`src/rtl/results_collector.sv`:
```
// results_collector
// Takes the solver's result stream (one T value followed by Num_X X values per
// time step) over a valid/ready handshake. Each beat is written into the shared
// results RAM in the layout that the results sender reads. After the last step,
// the block writes the T-count and X-count header words, then raises
// Sending_Enable and holds it until Done_Sending.
//
// Ports
//   CLK, RST          clock, asynchronous active-low reset
//   Start, Num_X      run start pulse and X values per step (latched on Start)
//   Result_*          result stream handshake (Valid/Ready) and payload
//   Finish            level: the solver has no more steps
//   RAM_*             registered RAM write port (one cycle after handshake)
//   Sending_Enable    request to the sender; Done_Sending ends it
//   Busy, Error       status: Busy is high outside IDLE and ERROR; Error is sticky
//
// state   | meaning
// --------+------------------------------------------------------------
// IDLE    | waiting for Start
// WAIT_T  | expecting the T value of the next step, or Finish
// WAIT_X  | expecting X values of the current step
// HDR_T   | writing the T count header word
// HDR_X   | writing the X count header word
// SEND    | sender owns the RAM until Done_Sending
// ERROR   | protocol error seen; waits for a new Start
module results_collector #(
    parameter int ADDRESS_WIDTH         = 13,
    parameter int DATA_WIDTH            = 64,
    parameter int COUNTER_SIZE          = 8,
    parameter int NUMBER_OF_T_ADDRESS   = 1,
    parameter int NUMBER_OF_X_ADDRESS   = 2,
    parameter int STARTING_OF_T_ADDRESS = 3,
    parameter int STARTING_OF_X_ADDRESS = 10,
    parameter int MAX_T                 = STARTING_OF_X_ADDRESS - STARTING_OF_T_ADDRESS
) (
    input  logic                     CLK,
    input  logic                     RST,
    input  logic                     Start,
    input  logic [COUNTER_SIZE-1:0]  Num_X,
    input  logic                     Result_Valid,
    input  logic                     Result_Is_T,
    input  logic [DATA_WIDTH-1:0]    Result_Data,
    output logic                     Result_Ready,
    input  logic                     Finish,
    output logic                     RAM_Write_Enable,
    output logic [ADDRESS_WIDTH-1:0] RAM_Address,
    output logic [DATA_WIDTH-1:0]    RAM_Data,
    output logic                     Sending_Enable,
    input  logic                     Done_Sending,
    output logic                     Busy,
    output logic                     Error
);

    typedef enum logic [2:0] {
        S_IDLE, S_WAIT_T, S_WAIT_X, S_HDR_T, S_HDR_X, S_SEND, S_ERROR
    } state_t;

    localparam logic [COUNTER_SIZE-1:0] MAX_T_C = COUNTER_SIZE'(MAX_T);

    state_t                    state_q, state_d;
    logic [COUNTER_SIZE-1:0]   t_count_q, t_count_d;
    logic [COUNTER_SIZE-1:0]   x_count_q, x_count_d;
    logic [COUNTER_SIZE-1:0]   num_x_q, num_x_d;
    // One extra bit so that running past the top of the address space is visible.
    logic [ADDRESS_WIDTH:0]    x_ptr_q, x_ptr_d;
    logic                      ready_q, ready_d;
    logic                      we_q, we_d;
    logic [ADDRESS_WIDTH-1:0]  addr_q, addr_d;
    logic [DATA_WIDTH-1:0]     data_q, data_d;
    logic                      send_en_q, send_en_d;
    logic                      busy_q, busy_d;
    logic                      error_q, error_d;
    logic                      accept;

    assign accept = Result_Valid && ready_q;

    always_comb begin
        state_d   = state_q;
        t_count_d = t_count_q;
        x_count_d = x_count_q;
        num_x_d   = num_x_q;
        x_ptr_d   = x_ptr_q;
        error_d   = error_q;
        we_d      = 1'b0;
        addr_d    = addr_q;
        data_d    = data_q;

        case (state_q)
            S_IDLE, S_ERROR: begin
                if (Start) begin
                    error_d   = 1'b0;
                    t_count_d = '0;
                    x_count_d = '0;
                    num_x_d   = Num_X;
                    x_ptr_d   = (ADDRESS_WIDTH+1)'(STARTING_OF_X_ADDRESS);
                    if (Num_X == '0) begin
                        error_d = 1'b1;
                        state_d = S_ERROR;
                    end else begin
                        state_d = S_WAIT_T;
                    end
                end
            end
            S_WAIT_T: begin
                // An accepted beat takes priority; Finish is looked at again later.
                if (accept) begin
                    if (Result_Is_T) begin
                        we_d      = 1'b1;
                        addr_d    = ADDRESS_WIDTH'(STARTING_OF_T_ADDRESS) + ADDRESS_WIDTH'(t_count_q);
                        data_d    = Result_Data;
                        x_count_d = '0;
                        state_d   = S_WAIT_X;
                    end else begin
                        error_d = 1'b1;
                        state_d = S_ERROR;
                    end
                end else if (Finish) begin
                    if (t_count_q != '0) begin
                        state_d = S_HDR_T;
                    end else begin
                        error_d = 1'b1;
                        state_d = S_ERROR;
                    end
                end
            end
            S_WAIT_X: begin
                if (Finish) begin
                    error_d = 1'b1;
                    state_d = S_ERROR;
                end else if (accept) begin
                    if (Result_Is_T || x_ptr_q[ADDRESS_WIDTH]) begin
                        error_d = 1'b1;
                        state_d = S_ERROR;
                    end else begin
                        we_d    = 1'b1;
                        addr_d  = x_ptr_q[ADDRESS_WIDTH-1:0];
                        data_d  = Result_Data;
                        // The running pointer stands in for 10 + x + Num_X*t.
                        x_ptr_d = x_ptr_q + 1'b1;
                        if (x_count_q + COUNTER_SIZE'(1) == num_x_q) begin
                            x_count_d = '0;
                            t_count_d = t_count_q + COUNTER_SIZE'(1);
                            state_d   = S_WAIT_T;
                        end else begin
                            x_count_d = x_count_q + COUNTER_SIZE'(1);
                        end
                    end
                end
            end
            S_HDR_T: begin
                we_d    = 1'b1;
                addr_d  = ADDRESS_WIDTH'(NUMBER_OF_T_ADDRESS);
                data_d  = DATA_WIDTH'(t_count_q);
                state_d = S_HDR_X;
            end
            S_HDR_X: begin
                we_d    = 1'b1;
                addr_d  = ADDRESS_WIDTH'(NUMBER_OF_X_ADDRESS);
                data_d  = DATA_WIDTH'(num_x_q);
                state_d = S_SEND;
            end
            S_SEND: begin
                if (Done_Sending) begin
                    state_d = S_IDLE;
                end
            end
            default: state_d = S_IDLE;
        endcase

        ready_d = ((state_d == S_WAIT_T) && (t_count_d < MAX_T_C)) || (state_d == S_WAIT_X);
        // Held back one cycle after entering SEND so the X-count header write
        // has landed in the RAM before the sender starts reading.
        send_en_d = (state_q == S_SEND) && (state_d == S_SEND);
        busy_d    = (state_d != S_IDLE) && (state_d != S_ERROR);
    end

    always_ff @(posedge CLK or negedge RST) begin
        if (!RST) begin
            state_q   <= S_IDLE;
            t_count_q <= '0;
            x_count_q <= '0;
            num_x_q   <= '0;
            x_ptr_q   <= '0;
            ready_q   <= 1'b0;
            we_q      <= 1'b0;
            addr_q    <= '0;
            data_q    <= '0;
            send_en_q <= 1'b0;
            busy_q    <= 1'b0;
            error_q   <= 1'b0;
        end else begin
            state_q   <= state_d;
            t_count_q <= t_count_d;
            x_count_q <= x_count_d;
            num_x_q   <= num_x_d;
            x_ptr_q   <= x_ptr_d;
            ready_q   <= ready_d;
            we_q      <= we_d;
            addr_q    <= addr_d;
            data_q    <= data_d;
            send_en_q <= send_en_d;
            busy_q    <= busy_d;
            error_q   <= error_d;
        end
    end

    assign Result_Ready     = ready_q;
    assign RAM_Write_Enable = we_q;
    assign RAM_Address      = addr_q;
    assign RAM_Data         = data_q;
    assign Sending_Enable   = send_en_q;
    assign Busy             = busy_q;
    assign Error            = error_q;

endmodule

```
`config.mk`:
```
export PLATFORM = sky130hd
export DESIGN_NAME = results_collector
export DESIGN_NICKNAME = d
export VERILOG_FILES = /design/src/rtl/results_collector.sv
export SDC_FILE = /design/constraint.sdc
export NUM_CORES = 1
export LEC_CHECK = 0
export CAP_MARGIN = 20
export CELL_PAD_IN_SITES_DETAIL_PLACEMENT = 1
export CELL_PAD_IN_SITES_GLOBAL_PLACEMENT = 1
export CORE_MARGIN = 4
export CORE_UTILIZATION = 39
export CTS_CLUSTER_SIZE = 8
export DETAILED_ROUTE_END_ITERATION = 12
export PLACE_DENSITY_LB_ADDON = 0.1
export SKIP_LAST_GASP = 1
export SYNTH_ARGS = -nofsm -noshare
export SYNTH_HDL_FRONTEND = slang
export SYNTH_SLANG_ARGS = --single-unit
export TNS_END_PERCENT = 30
```
`constraint.sdc`:
```
create_clock -name CLK -period 6.28 [get_ports CLK]
set_clock_uncertainty 0.15 [all_clocks]
set_input_delay 0.628 -clock CLK [delete_from_list [all_inputs] [get_ports CLK]]
set_output_delay 0.628 -clock CLK [all_outputs]
set_load 0.1 [all_outputs]
```
==> impl_metrics.ini <==
[status]
outcome = finished, final reports clean

[min_path]
hp-class = input pin to asynchronous set/reset pin

[global_route]
overflow = 0
grt_max_degree = 91
grt_pass1_vias = 6009
grt_pass1_wl_um = 32600
antenna_found_initial = 0
grt.total_usage_pct = 22.9

[clock_tree]
cts_hold_buffers = 0
cts_tree = built
clkTransAtPathRegs_ns = 0.05
h-tree-depth = 4
cts_buffers = 17
numClockSinks = 123
clkLatencyLatePin_ns = 0.42
root_buffer = clkbuf_16
cts_resized = 0
postCtsSetupRepairBufs = 0
cts_max_path_buffers = 2

[die]
io_pins = 161
coreArea_um2 = 15400
row_count = 45
die_x_um = 134
die_h_um = 134
initial_utilization_pct = 40.3
dieArea_um2 = 18000

[synthesis]
synth_edf_count = 0
synth_nets = 781
ys_ff_latch = 123
synth_area_um2 = 6200
yosys_warnings = 0
netlist_instances = 698
async_reset_ff_share_pct = 100
ys.flop_type = dfrtp_1
synth_seq_area_share_pct = 49.7
synth_cell_types = 66
synth_area_per_cell_um2 = 8.88

[critical_path]
cp.buffers_inverters = 1
worst_path_max_delay_cell = and3_1
cp.required_ns = 6.44
cpPeakStageDelay_ns = 0.95
cp-end-kind = flip-flop
critPathLaunchType = flip-flop
worstPathArrival_ns = 3.91
cp_max_fo = 29
path_cells = inv_1 -> and3_1 -> a21oi_1 -> a31oi_1 -> o21ai_0 -> o31ai_1
crit_type = flip-flop to flip-flop
path_delay_family = compound AO/OA/AOI/OAI gates

[route]
drtAntennaViolNets = 0
drt-total-wl_um = 20500
first_pass_iters = 6
wl_per_cell_um = 19.3
drtIter0Drc = 386
vias = 5751
avgViaCountPerCell = 5.44
drt_drc_violations_left = 0

[finish]
areaGrowthSynthToFinish_pct = 36.5
multiInputGateArea_um2 = 2820
register_area_um2 = 3080
final_common_cell = nand2_1
final_cell_mix = 177 x nand2_1, 159 x clkdlybuf4s50_1, 123 x dfrtp_1
nets = 917
diodes = 0
fillers = 1754
drive_gt1_share_pct = 7.20

[timing]
worst_slew_pin_slew_ns = 1.08
finalCritPeriodShare_pct = 59.6
final_hold_viol_count = 0
setup_violations = 0
timing.slew.headroom_pct = 27.7
max_freq_mhz = 267
fin_crit_ns = 3.74
rsz0062_at_grt = false
report.final.slew_viol_count = 0
finalSetupTns_ns = 0

[placement]
place_congestion = 0.859
dp_hpwl_um = 14700
portBuffers = 160

[job]
maxCapViolations = 0
## area by class of cell
type	instances	share of cell area [%]
Clock buffer	21	5.44
Clock inverter	11	1.12
Inverter	19	0.843
Multi-Input combinational cell	507	33.4
Sequential cell	123	36.4
Tap cell	211	3.12
Timing Repair Buffer	166	19.7
## worst paths after layout
path	slack [ns]	to	cells past startpoint	start
worst min-delay path	0.06	RAM_Data[26]$_DFFE_PN0P_	1	RST
worst max register to register	2.54	x_count_q[3]$_DFFE_PN0P_	6	state_q[2]$_DFF_PN0_
worst max-delay path	2.54	x_count_q[3]$_DFFE_PN0P_	6	state_q[2]$_DFF_PN0_
min in group CLK	0.33	RAM_Data[20]$_DFFE_PN0P_	2	RAM_Data[20]$_DFFE_PN0P_
worst min register to register	0.33	RAM_Data[20]$_DFFE_PN0P_	2	RAM_Data[20]$_DFFE_PN0P_
max in group asynchronous	4.72	num_x_q[6]$_DFFE_PN0P_	3	RST
## state kept, by name, indices dropped and copies added, names as in the netlist
signal            cells
x_ptr_q              14
t_count_q             8
RAM_Address          13
Sending_Enable        1
num_x_q               8
x_count_q             8
Error                 1
RAM_Data             64
state_q               3
Result_Ready          1
RAM_Write_Enable      1
Busy                  1
## synth_stat cells, types with 2 or more instances
cell type	n	share of area, %
nand2_1	177	11
dfrtp_1	123	50
o21ai_0	106	8.6
clkbuf_1	36	2.2
nor2_1	31	1.9
a22oi_1	17	2.1
inv_1	17	1.0
a21oi_1	15	1.2
xor2_1	15	2.1
a31oi_1	13	1.3
nand3_1	12	0.97
xnor2_1	12	1.7
a22o_1	9	1.3
nand4_1	9	0.91
and3_1	8	0.81
mux2_2	8	1.5
buf_6	5	0.91
nor4_1	5	0.50
and3_2	4	0.48
buf_1	4	0.24
ha_1	4	0.81
nor2b_1	4	0.40
nor3_1	4	0.32
o21a_1	4	0.48
a211oi_1	3	0.36
o211a_1	3	0.48
or3_1	3	0.30
a221oi_1	2	0.28
buf_4	2	0.24
nand2b_1	2	0.20
o211ai_1	2	0.24
o311ai_0	2	0.28
o31ai_1	2	0.24
o41ai_1	2	0.28
or4_1	2	0.24
## routing by layer
metal  wire, µm  track usage, %
met5          0               0
met4        506            8.77
met1       9010            29.5
met2       9670            37.3
met3       1260            5.55
## per-stage QoR
| step | instances | hold slack [ns] | setup WS, ns | util [%] | area (µm²) |
|---|---|---|---|---|---|
| global route | 1058 | 0.0975 | 2.23 | 55.0 | 8460 |
| finish | 1058 | 0.0550 | 2.54 | 55.0 | 8460 |
| CTS | 1056 | 0.0781 | 2.58 | 54.9 | 8430 |
| floorplan | 698 | 0.182 | 3.31 | - | 6200 |
| detailed placement | 1024 | 0.322 | 2.61 | 51.2 | 7880 |
| global placement | 1023 | 0.311 | 2.75 | 51.1 | 7860 |
## cell families after synthesis
kind of cell,Yosys count,synth area share (%)
multiplexers,9,1.62
adder cells (fa/ha/maj),4,0.808
buffers and inverters,68,4.93
XOR/XNOR,28,4.18
AO/OA/AOI/OAI,197,20.0
AND/OR/NAND/NOR,269,18.8
flip-flops,123,49.7
Power is not shown: default switching activity piles up to over one toggle a cycle in this logic, so the estimate is an artifact.
